==> src/rtl/crc_checker_multi.sv <==
// Serial CRC5/CRC16 checker for the USB receive path.
// Frames a packet between clear and eop and emits a one-cycle verdict.
module crc_checker_multi #(
  parameter logic [15:0] CRC16_POLY  = 16'h8005,
  parameter logic [15:0] CRC16_INIT  = 16'hFFFF,
  parameter logic [15:0] CRC16_RESID = 16'h800D,
  parameter logic [4:0]  CRC5_POLY   = 5'h05,
  parameter logic [4:0]  CRC5_INIT   = 5'h1F,
  parameter logic [4:0]  CRC5_RESID  = 5'h0C,
  parameter int          CNT_W       = 11
) (
  input  logic        clk,
  input  logic        nRst,
  input  logic        din,
  input  logic        shift_en,
  input  logic        clear,
  input  logic        mode16,
  input  logic        eop,
  output logic        busy,
  output logic        crc_valid,
  output logic        crc_error,
  output logic        short_pkt,
  output logic [15:0] crc_value
);

  typedef enum logic [1:0] {
    IDLE = 2'd0,
    RUN  = 2'd1,
    DONE = 2'd2
  } state_e;

  localparam logic [CNT_W-1:0] W16 = CNT_W'(16);
  localparam logic [CNT_W-1:0] W5  = CNT_W'(5);

  state_e           state_q, state_d;
  logic [15:0]      lfsr_q, lfsr_d;
  logic [CNT_W-1:0] cnt_q, cnt_d;
  logic             mode_q, mode_d;
  logic             err_q, err_d;
  logic             short_q, short_d;

  logic             fb16, fb5;
  logic [15:0]      step16;
  logic [4:0]       step5;
  logic [15:0]      lfsr_n;
  logic [CNT_W-1:0] cnt_inc, cnt_n;
  logic             short_n, bad_n;

  assign fb16   = din ^ lfsr_q[15];
  assign fb5    = din ^ lfsr_q[4];
  assign step16 = {lfsr_q[14:0], 1'b0}
                ^ (fb16 ? CRC16_POLY : 16'h0000);
  assign step5  = {lfsr_q[3:0], 1'b0}
                ^ (fb5 ? CRC5_POLY : 5'h00);
  assign cnt_inc = (&cnt_q) ? cnt_q : cnt_q + 1'b1;

  // Candidate next LFSR/count for a RUN cycle, so eop sees the last bit
  always_comb begin
    lfsr_n = lfsr_q;
    cnt_n  = cnt_q;
    if (shift_en) begin
      lfsr_n = mode_q ? step16 : {11'h000, step5};
      cnt_n  = cnt_inc;
    end
  end

  assign short_n = mode_q ? (cnt_n < W16) : (cnt_n < W5);
  assign bad_n   = mode_q ? (lfsr_n != CRC16_RESID)
                          : (lfsr_n[4:0] != CRC5_RESID);

  // Next-state logic; clear overrides everything in any state
  always_comb begin
    state_d = state_q;
    lfsr_d  = lfsr_q;
    cnt_d   = cnt_q;
    mode_d  = mode_q;
    err_d   = err_q;
    short_d = short_q;
    if (clear) begin
      state_d = RUN;
      mode_d  = mode16;
      lfsr_d  = mode16 ? CRC16_INIT : {11'h000, CRC5_INIT};
      cnt_d   = '0;
      err_d   = 1'b0;
      short_d = 1'b0;
    end else begin
      unique case (state_q)
        IDLE: ;
        RUN: begin
          lfsr_d = lfsr_n;
          cnt_d  = cnt_n;
          if (eop) begin
            short_d = short_n;
            err_d   = short_n | bad_n;
            state_d = DONE;
          end
        end
        DONE: state_d = IDLE;
        default: state_d = IDLE;
      endcase
    end
  end

  // State and datapath registers
  always_ff @(posedge clk or negedge nRst) begin
    if (!nRst) begin
      state_q <= IDLE;
      lfsr_q  <= '0;
      cnt_q   <= '0;
      mode_q  <= 1'b0;
      err_q   <= 1'b0;
      short_q <= 1'b0;
    end else begin
      state_q <= state_d;
      lfsr_q  <= lfsr_d;
      cnt_q   <= cnt_d;
      mode_q  <= mode_d;
      err_q   <= err_d;
      short_q <= short_d;
    end
  end

  assign busy      = (state_q == RUN);
  assign crc_valid = (state_q == DONE);
  assign crc_error = err_q;
  assign short_pkt = short_q;
  assign crc_value = lfsr_q;

endmodule

==> config.mk <==
export PLATFORM = sky130hd
export DESIGN_NAME = crc_checker_multi
export DESIGN_NICKNAME = d
export VERILOG_FILES = /design/src/rtl/crc_checker_multi.sv
export SDC_FILE = /design/constraint.sdc
export NUM_CORES = 1
export LEC_CHECK = 0
export CORE_ASPECT_RATIO = 0.6
export CORE_UTILIZATION = 35
export CTS_BUF_LIST = sky130_fd_sc_hd__clkbuf_16
export DETAILED_ROUTE_END_ITERATION = 12
export HOLD_SLACK_MARGIN = 0.15
export PLACE_DENSITY_LB_ADDON = 0.12
export SLEW_MARGIN = 30
export SYNTH_ARGS = -nofsm -noshare
export SYNTH_HDL_FRONTEND = slang
export SYNTH_SLANG_ARGS = --single-unit
==> constraint.sdc <==
create_clock -name clk -period 1.7 [get_ports clk]
set_input_delay 0.34 -clock clk [delete_from_list [all_inputs] [get_ports clk]]
set_output_delay 0.34 -clock clk [all_outputs]
set_load 0.02 [all_outputs]
**Word-level counts from Yosys, hierarchy flattened**

Cells that the tools add are included.

- Add/sub/neg operators: 1
- Bitwise operators: 5
- Reductions and logical operators: 6
- Eq/ne operators: 6
- Mux-type cells: 22
- Order comparisons: 2

Operator list:

| kind | number |
|---|---|
| two-way mux 16 bit | 6 |
| two-way mux 11 bit | 4 |
| != test 16 bit (second input constant) | 1 |
| bitwise XOR 16 bit | 1 |
| adder 11 x 1 -> 11 bit (second input constant) | 1 |
| less-than comparator 11 x 3 -> 1 bit (second input constant) | 1 |
| less-than comparator 11 x 5 -> 1 bit (second input constant) | 1 |
| AND reduction 11 bit | 1 |
| two-way mux 1 bit | 8 |
| != test 5 x 4 -> 1 bit (second input constant) | 1 |
| bitwise XOR 5 x 3 -> 5 bit | 1 |
| two-way mux 2 bit | 2 |
| case mux 2 bit (2 select lines) | 1 |
| AND reduction 2 bit | 2 |
| nonzero test 2 bit | 2 |
| two-way mux 3 bit | 1 |
| != test 3 bit (second input constant) | 1 |
| equality test 2 x 1 -> 1 bit (second input constant) | 1 |
| equality test 2 bit (second input constant) | 1 |
| zero test 2 bit | 1 |
| != test 2 bit (second input constant) | 1 |
| bitwise XOR 1 bit | 2 |
| OR 1 bit | 1 |

- Output and inout port bits: 20
- Input bits: 7
- Register bits after elaboration: 32

**Depth between registers and ports, before layout**

Gate-level depths: netlist (run 1).

- Depth in word-level cells: 11
- Depth in mapped cells: 8
- Gate-level depth less buffers: 7

**Worst setup path before layout (run 1)**

Ideal clock, no wire load.

- Kind: register to register
- From: register cnt_q[0]
- To: register cnt_q[9]
- Setup slack: -0.055 ns
- Arrival time: 1.623 ns
- Buffers on the path: 1
- Library setup time: 0.132 ns
- Cell stages (with the launch flop): 8
- Path through: dfrtp_1 > ha_1 > nand2_1 > or4_1 > buf_2 > and3_1 > xnor2_1 > nor2_1

- Word-level cells in the longest chain between the ends: 5
- Elaborated cells between the ends (all ways): 6
- Classes of those cells: add/sub (1); mux (4); reduce/logical (1)

RTL lines:

| element | line | text |
|---|---|---|
| start: declaration | 37 | `logic [CNT_W-1:0] cnt_q, cnt_d;` |
| start signal: assignment | 116 | `cnt_q <= cnt_d;` |
| adder 11 x 1 -> 11 bit / AND reduction 11 bit (equally long branches) | 55 | `assign cnt_inc = (&cnt_q) ? cnt_q : cnt_q + 1'b1;` |
| two-way mux 11 bit * | 55 |  |
| two-way mux 11 bit * | 61 | `if (shift_en) begin` |
| two-way mux 11 bit * | 87 | `unique case (state_q)` |
| two-way mux 11 bit * | 79 | `if (clear) begin` |

Every way passes the cells marked *; elsewhere a longest branch is shown, timed or not. The select of a mux whose other input is x is not followed.
A chain may end at the register's enable or synchronous reset.

**Worst setup path after layout (run 1)**

- From: input din
- To: register err_q, in the netlist crc_error

- Word-level cells in the longest chain between the ends: 11
- Elaborated cells between the ends (all ways): 15
- Classes of those cells: eq/ne (2); mux (8); bitwise (5)

RTL lines:

| element | line | text |
|---|---|---|
| start: declaration | 14 | `input logic din,` |
| bitwise XOR 1 bit (on tied branches) | 50, 49 |  |
| two-way mux 3 bit / two-way mux 16 bit (equally long branches) | 54, 52 |  |
| bitwise XOR 5 x 3 -> 5 bit / bitwise XOR 16 bit (equally long branches) | 54, 52 |  |
| two-way mux 16 bit * | 62 | `lfsr_n = mode_q ? step16 : {11'h000, step5};` |
| two-way mux 16 bit * | 61 |  |
| != test 16 bit / != test 5 x 4 -> 1 bit (equally long branches) | 68, 69 |  |
| two-way mux 1 bit * | 68 | `assign bad_n = mode_q ? (lfsr_n != CRC16_RESID)` |
| OR 1 bit * | 94 | `err_d = short_n \| bad_n;` |
| two-way mux 1 bit * | 92 | `if (eop) begin` |
| two-way mux 1 bit * | 87 |  |
| two-way mux 1 bit * | 79 |  |
| end signal: assignment | 118 | `err_q <= err_d;` |
| end: declaration | 39 | `logic err_q, err_d;` |

Marked as above.

==> results of run 1 <==
-- worst max-delay path by stage --
stage | start | end | slack (ps) | depth (start not counted)
2_1_floorplan | cnt_q[1] | cnt_q[9] | -30 | 7
3_3_place_gp | shift_en | crc_error | -440 | 8
3_5_place_dp | shift_en | crc_error | -410 | 8
4_1_cts | crc_value[4] | crc_value[4] | 1 | 2
5_1_grt | cnt_q[0] | short_pkt | -80 | 8
6_report | din | crc_error | -5 | 7
-- cell usage after synthesis (5+ instances only) --
cell and instances:
nand3_1 5, dfrtp_1 32, nand2_1 20, clkbuf_1 5, and3_1 11, nor2_1 25
o21ai_0 5, a211oi_1 12, xnor2_1 7, nor3_1 5, a21oi_1 10
-- layer usage --
metal	vias up	GRT usage	wire length, um
li1	867	-	-
met1	875	0.352	2760
met2	69	0.260	2010
met3	4	0.0459	420
met4	0	0.0519	26
met5	-	0	0
-- logic make-up after synthesis --
family / Yosys count / share of synthesized area
xor+xnor: 8 / 0.0388
buf+inv: 17 / 0.0505
mux: 4 / 0.0235
simple gates: 95 / 0.274
fa+ha+maj: 1 / 0.00692
compound gates: 43 / 0.163
flops: 32 / 0.443
-- repair_timing --
action / 4_1_cts / 5_1_grt
cloned: 0 / 0
gates resized for setup: 11 / 19
pin swaps: 2 / 7
endpoints found under the setup margin: 23 / 19
setup buffers: 1 / 1
-- through the flow --
step | area, um2 | TNS [ps] | instances | hold slack, ps | setup WS (ps)
6_report | 2650 | -5.18 | 328 | 472 | -5.11
3_5_place_dp | 2400 | -7440 | 319 | 541 | -411
4_1_cts | 2560 | 0 | 327 | 493 | 1.04
3_3_place_gp | 2400 | -6110 | 319 | 540 | -436
5_1_grt | 2650 | -198 | 328 | 533 | -76.8
2_1_floorplan | 1820 | -30.2 | 200 | 44.4 | -30.2
-- power groups by stage --
stage | Combinational [W] | Sequential (W) | Clock (W)
after floorplan | 0.000196 | 0.000935 | 0
after CTS | 0.000501 | 0.000879 | 0.000841
after detailed placement | 0.000496 | 0.000889 | 0
final | 0.000512 | 0.000883 | 0.000821
after global routing | 0.000554 | 0.000891 | 0.000882
after global placement | 0.000491 | 0.000888 | 0
-- registers in the layout, indices dropped and copies added, names as in the netlist --
name,cells
cnt_q,11
crc_error,1
crc_value,16
mode_q,1
short_pkt,1
state_q,2
-- final cells by class --
cell class,count,area (um2)
well taps,63,78.8
multi-input cells,151,1010
fillers,438,2110
clock inverters,2,7.51
inverters,5,18.8
clock buffers,5,125
repair buffers,70,603
flip-flops and latches,32,801
==> results.json, run 1 <==
{
  "cp.arrival_ps": 1920,
  "die_w_um": 94.8,
  "gp_congestion": 0.828,
  "fin_util": 0.557,
  "grt_overflow": 0,
  "p_int_w": 0.00159,
  "hold_violations": 0,
  "syn-cell-area_um2": 1810,
  "yosys_register_bits": 32,
  "cp_top_family": "buffers and inverters",
  "synthFlopType": "dfrtp_1",
  "grt_usage": 0.209,
  "synth_top_area_frac": 0.443,
  "route.detailed.drc": 0,
  "ir_drop_v": 0.000434,
  "yosysTopAreaCell": "dfrtp_1",
  "crit_slowest_cell": "clkdlybuf4s50_1",
  "setup_viol": 2,
  "crit_type": "in2reg",
  "powerDensity_nw_per_um2": 837,
  "r2r-start": "cnt_q[0]",
  "p_clk_frac": 0.371,
  "period_share": 1.00,
  "final_cell_mix": "44 x buf_4, 32 x dfrtp_1, 24 x nor2_1",
  "power.total_w": 0.00222,
  "reg2reg_to": "short_pkt",
  "worstMarginPinSlew_ps": 424,
  "dieArea_um2": 5470,
  "wl_per_cell_um": 15.9,
  "htree_num_levels": 2,
  "first_global_vias": 1663,
  "grt_pass1_wl_um": 8540,
  "synth_edf_count": 0,
  "drtAntennaViolNets": 0,
  "ys_warn_count": 0,
  "synthArstFlopShare": 1.00,
  "fin_ws_ps": -5.11,
  "drive_gt1_frac": 0.283,
  "hp-class": "in2async",
  "clk_pin_slew_worst_paths_ps": 50,
  "endpoint_kind": "flip-flop",
  "rsz0062_at_grt": "yes",
  "cts.sinks": 32,
  "vias": 1815,
  "maxSlewViolCount": 0,
  "drtPass1Iterations": 4,
  "period_needed_ps": 1710,
  "cts_tree": "done",
  "grt_max_degree": 33,
  "ys_types": 45,
  "initial_core_util": 0.380,
  "status": "finished with violations",
  "die_y_um": 57.7,
  "syn_inst": 200,
  "p_leak_nw": 1.16,
  "routed_wl_um": 5220,
  "pwr-share-comb": 0.231,
  "drt-initial-drc-count": 173,
  "avgSynthCellArea_um2": 9.04,
  "clk_path_buf_depth": 2,
  "syn_nets": 208,
  "core.rowCount": 19,
  "layout_commonest_cell": "buf_4",
  "maxCapViolCount": 0,
  "path_cells": "clkdlybuf4s50_1, xnor2_1, buf_4, xnor2_1, nor2_1, o32a_1, nand2_1",
  "r2r_setup_slack_ps": 0,
  "crit_top_cell": "xnor2_1",
  "start_kind": "input port",
  "post_drt_via_cell_ratio": 5.53,
  "path_buf_inv": 2,
  "failed_checks": "setup timing",
  "max_stage_delay_ps": 500,
  "root_buffer": "clkbuf_16",
  "postCtsHoldBufs": 0,
  "p_seq_frac": 0.399,
  "area_growth_syn_to_layout_pct": 46.4,
  "layout.nets": 273,
  "cp_max_fo": 2,
  "relSlewSlack": 0.717,
  "p_switching_w": 0.000625,
  "r2r_cells": 8,
  "skew_ps": 3.98,
  "p_sw_frac": 0.282,
  "n_antenna_cell": 0,
  "coreArea_um2": 4750,
  "dpl.hpwl_um": 3950,
  "io_pins": 27,
  "insertion_delay_ps": 270,
  "antenna_found_initial": 0,
  "numCtsBuffers": 5,
  "port_buffers": 26,
  "crit_required_ps": 1910,
  "ys_seq_area_frac": 0.443,
  "netlist_top_cells_area": "dfrtp_1 44%, nor2_1 5.2%, a211oi_1 5.0%",
  "fmax_ghz": 0.586
}
(Power assumes the default switching activity.)
==> run 2, diff against run 1 <==
--- a/config.mk
+++ b/config.mk
@@ -6,9 +6,10 @@
 export NUM_CORES = 1
 export LEC_CHECK = 0
 export CORE_ASPECT_RATIO = 0.6
-export CORE_UTILIZATION = 35
+export CORE_UTILIZATION = 48
 export CTS_BUF_LIST = sky130_fd_sc_hd__clkbuf_16
 export DETAILED_ROUTE_END_ITERATION = 12
+export GPL_ROUTABILITY_DRIVEN = 1
 export HOLD_SLACK_MARGIN = 0.15
 export PLACE_DENSITY_LB_ADDON = 0.12
 export SLEW_MARGIN = 30
==> run 2 against run 1 <==
Against the previous run: highest routed layer unchanged; critical path type is now reg2reg; sequential cell count did not move; register-to-register slack barely moved; utilization rose by 19 points; clock-buffer cell count did not move; largest power group unchanged; combinational power fell by 4.3%; die area fell by 26%; clock skew barely moved; total power fell by 0.56%; routed wire length rose by 3.0%; global-route usage rose by 8.7 points; the run still ends with setup timing left; final cell count fell by 6.1%; non-clock buffer count fell by 3.
==> results.json, run 2 (synthesis results as in run 1) <==
{
  "root_buffer": "clkbuf_16",
  "drive_gt1_frac": 0.251,
  "crit_slowest_cell": "dfrtp_1",
  "grt_max_degree": 33,
  "routed_wl_um": 5380,
  "cts_tree": "done",
  "period_needed_ps": 1710,
  "placed_cell_area_um2": 2370,
  "dpl.hpwl_um": 3840,
  "reg2reg_to": "short_pkt",
  "max_stage_delay_ps": 390,
  "start_kind": "flip-flop",
  "drtPass1Iterations": 5,
  "setup_viol": 2,
  "endpoint_kind": "flip-flop",
  "fin_ws_ps": -14.6,
  "grt_pass1_wl_um": 8740,
  "clk_pin_slew_worst_paths_ps": 50,
  "crit_type": "reg2reg",
  "worst_hold_slack_ps": 460,
  "port_buffers": 26,
  "worstMarginPinSlew_ps": 424,
  "cp.arrival_ps": 1920,
  "stdcell_area_um2": 2570,
  "grt_usage": 0.296,
  "layout_commonest_cell": "buf_4",
  "ir_drop_v": 0.000708,
  "wl_per_cell_um": 17.5,
  "first_global_vias": 1800,
  "maxSlewViolCount": 0,
  "die_y_um": 49.5,
  "crit_required_ps": 1910,
  "largest_reg_flops": 16,
  "coreArea_um2": 3420,
  "post_drt_via_cell_ratio": 6.14,
  "numCtsBuffers": 5,
  "fin_util": 0.750,
  "powerDensity_nw_per_um2": 858,
  "cts.sinks": 32,
  "regArea_um2": 802,
  "relSlewSlack": 0.717,
  "hp-class": "in2async",
  "fin_cells": 308,
  "die_w_um": 81.2,
  "path_cells": "buf_4, nand4_1, buf_4, nor2_2, nand2_1, o311ai_0, nand4_1, nand2_1",
  "initial_core_util": 0.528,
  "insertion_delay_ps": 270,
  "crit_start": "cnt_q[0]",
  "r2r_cells": 8,
  "maxCapViolCount": 0,
  "failed_checks": "setup timing",
  "route.detailed.drc": 0,
  "io_pins": 27,
  "rsz0062_at_grt": "yes",
  "drtAntennaViolNets": 0,
  "r2r_setup_slack_ps": -10,
  "postCtsHoldBufs": 0,
  "layout.nets": 270,
  "multi_input_area_um2": 982,
  "status": "finished with violations",
  "final_cell_mix": "40 x buf_4, 31 x dfrtp_1, 23 x nor2_1",
  "vias": 1891,
  "area_growth_syn_to_layout_pct": 42.1,
  "drt-initial-drc-count": 184,
  "antenna_found_initial": 0,
  "skew_ps": 3.72,
  "grt_overflow": 0,
  "hold_violations": 0,
  "htree_num_levels": 2,
  "power.total_w": 0.00220,
  "r2r-start": "cnt_q[0]",
  "cp_max_fo": 5,
  "core.rowCount": 16,
  "n_antenna_cell": 0,
  "period_share": 1.01,
  "gp_congestion": 0.962,
  "dieArea_um2": 4020,
  "fmax_ghz": 0.583,
  "fill_cells": 226,
  "p_leak_nw": 1.13,
  "cp-endpoint": "short_pkt",
  "clk_path_buf_depth": 2,
  "dp_cells": 300
}
==> run 2: cell count changes in the layout (fill, tap and decap cells not counted), moves of 2 or more <==
cell / delta
clkdlybuf4s50_1: +5
mux2i_2: -2
dlymetal6s2s_1: -4
buf_4: -4
inv_1: +2
nand2_1: +2
nand2_2: -2
mux2i_1: +2
==> run 2: through the flow <==
stage	setup WS, ps	TNS (ps)
6_report	-14.6	-23.4
5_1_grt	-113	-288
4_1_cts	-40.0	-75.2
3_5_place_dp	-459	-7060
3_3_place_gp	-294	-4320
2_1_floorplan	-30.2	-30.2
==> run 2: how the worst min path moves through the flow <==
stage,slack [ps],end,depth (start not counted),startpoint
6_report,460,cnt_q[9],2,nRst
5_1_grt,530,cnt_q[9],2,nRst
4_1_cts,490,cnt_q[9],2,nRst
3_5_place_dp,530,short_pkt,2,short_pkt
3_3_place_gp,520,short_pkt,2,short_pkt
2_1_floorplan,40,cnt_q[0],0,nRst
==> run 2: final cells by class <==
cell class                      instances  area share
Sequential cell                        32       0.312
Multi-Input combinational cell        151       0.382
Tap cell                               45      0.0219
Inverter                                5     0.00731
Timing Repair Buffer                   67       0.223
Clock inverter                          3     0.00438
Clock buffer                            5      0.0487
==> run 2: per-layer routing <==
metal | vias to the layer above | global-route usage | share of wire
li1 | 860 | - | -
met1 | 924 | 0.426 | 0.46
met2 | 97 | 0.434 | 0.44
met3 | 10 | 0.0889 | 0.089
met4 | 0 | 0.0714 | 0.0097
met5 | - | 0 | 0
==> run 2: critical path, delay by kind of cell, from the launching register on <==
kind | cells | cell delay, ps
simple gates | 5 | 760
buf+inv | 2 | 380
flops | 1 | 390
compound gates | 1 | 120
==> run 2: power by group <==
part	switching, W	internal (W)	total (W)
clock	0.000306	0.000526	0.000832
combinational	0.000257	0.000232	0.000490
sequential	0.0000634	0.000819	0.000882
total	0.000627	0.00158	0.00220
==> run 2: what timing repair did <==
| item | in CTS | in global routing |
|---|---|---|
| gates resized for setup | 13 | 7 |
| pin swaps | 7 | 8 |
| buffers inserted | 0 | 1 |
| endpoints found under the setup margin | 17 | 11 |
==> run 3, diff against run 2 <==
--- a/config.mk
+++ b/config.mk
@@ -16,3 +16,4 @@
 export SYNTH_ARGS = -nofsm -noshare
 export SYNTH_HDL_FRONTEND = slang
 export SYNTH_SLANG_ARGS = --single-unit
+export TNS_END_PERCENT = 30
==> run 3 against run 2 <==
Against the previous run: the flow now finishes without violations; die area did not move; non-clock buffer count unchanged; via count fell by 0.74%; worst hold slack improved by 4.2 ps; clock skew barely moved; total power barely moved; fmax is 1.2% higher; critical path type unchanged; critical endpoint unchanged.
==> results.json, run 3 (synthesis results as in run 1) <==
{
  "status": "finished clean",
  "fmax_ghz": 0.590,
  "coreArea_um2": 3420,
  "drtAntennaViolNets": 0,
  "dieArea_um2": 4020,
  "first_global_vias": 1800,
  "antenna_found_initial": 0,
  "gp_congestion": 0.962,
  "worstMarginPinSlew_ps": 427,
  "post_drt_via_cell_ratio": 6.09,
  "route.detailed.drc": 0,
  "cts_tree": "done",
  "fin_ws_ps": 5.47,
  "layout.nets": 270,
  "ir_drop_v": 0.000736,
  "cp.arrival_ps": 1900,
  "die_y_um": 49.5,
  "vias": 1877,
  "fill_cells": 225,
  "setup_viol": 0,
  "rsz0062_at_grt": "yes",
  "grt_pass1_wl_um": 8740,
  "clk_path_buf_depth": 2,
  "maxSlewViolCount": 0,
  "cts.sinks": 32,
  "period_needed_ps": 1690,
  "die_w_um": 81.2,
  "numCtsBuffers": 5,
  "n_antenna_cell": 0,
  "cp_max_fo": 3,
  "insertion_delay_ps": 270,
  "relSlewSlack": 0.716,
  "stdcell_area_um2": 2570,
  "final_cell_mix": "40 x buf_4, 31 x dfrtp_1, 23 x nor2_1",
  "area_growth_syn_to_layout_pct": 42.4,
  "drt-initial-drc-count": 166,
  "power.total_w": 0.00220,
  "grt_usage": 0.296,
  "root_buffer": "clkbuf_16",
  "post-place-ws_ps": -459,
  "largest_reg_flops": 16,
  "powerDensity_nw_per_um2": 856,
  "maxCapViolCount": 0,
  "clk_pin_slew_worst_paths_ps": 50,
  "crit_required_ps": 1910,
  "endpoint_kind": "flip-flop",
  "start_kind": "flip-flop",
  "wl_per_cell_um": 17.7,
  "initial_core_util": 0.528,
  "crit_start": "cnt_q[0]",
  "port_buffers": 26,
  "setup_tns_ps": 0,
  "r2r-start": "cnt_q[0]",
  "p_leak_nw": 1.13,
  "grt_max_degree": 33,
  "dp_cells": 300,
  "placed_cell_area_um2": 2370,
  "drive_gt1_frac": 0.255,
  "grt_overflow": 0,
  "crit_type": "reg2reg",
  "hold_violations": 0,
  "hp-class": "in2async",
  "io_pins": 27,
  "drtPass1Iterations": 5,
  "fin_cells": 308,
  "period_share": 0.997,
  "layout_commonest_cell": "buf_4",
  "dpl.hpwl_um": 3840,
  "htree_num_levels": 2,
  "routed_wl_um": 5440,
  "core.rowCount": 16,
  "skew_ps": 3.77
}
[run 3: cell counts in the layout (fill, tap and decap cells not counted)]
Identical to the previous run, type by type.
[run 3: per-layer routing]
layer / vias to the layer above / wire length (um) / global-route usage
met5: - / 0 / 0
met4: 0 / 81 / 0.0714
met3: 14 / 436 / 0.0889
met2: 105 / 2360 / 0.434
met1: 903 / 2560 / 0.426
li1: 855 / - / -
[run 3: layout make-up]
cell class | count | area (um2) | share of cell area
repair buffers | 67 | 573 | 0.223
flip-flops and latches | 32 | 802 | 0.311
multi-input cells | 151 | 988 | 0.384
well taps | 45 | 56.3 | 0.0219
clock buffers | 5 | 125 | 0.0486
inverters | 5 | 18.8 | 0.00729
clock inverters | 3 | 11.3 | 0.00437
[run 3: through the flow]
step / hold WS [ps] / util
after CTS: 488 / 0.743
after floorplan: 44.4 / -
after global routing: 529 / 0.752
after detailed placement: 534 / 0.692
after global placement: 520 / 0.692
final: 464 / 0.752
[run 3: timing repair]
action,CTS,global route
setup endpoints to repair,17,11
gates resized for setup,13,8
hold buffers,0,0
pin swaps,7,8
setup buffers,0,1
[run 3: path summary, 6_finish.rpt]
| check | slack, ps | end | depth (start not counted) |
|---|---|---|---|
| min | 460 | cnt_q[9] | 2 |
| max in group asynchronous | 920 | cnt_q[3] | 2 |
| min in group clk | 550 | short_pkt | 2 |
| max | 5 | short_pkt | 8 |
| max reg2reg | 5 | short_pkt | 8 |
| min reg2reg | 550 | short_pkt | 2 |
[run 3: critical path: stages (launching register included)]
cell and delay [ps]:
dfrtp_1 390, buf_4 140, nand4_1 210, nor4_2 260
buf_4 170, nand3_1 70, o21ai_0 110, nand4_1 180
nand2_1 90
[run 3: where the power goes]
group          total, W  switching, W  leakage [nW]  internal, W
Sequential     0.000881     0.0000627         0.387     0.000819
Clock          0.000831      0.000305        0.0738     0.000526
Combinational  0.000491      0.000258         0.665     0.000233
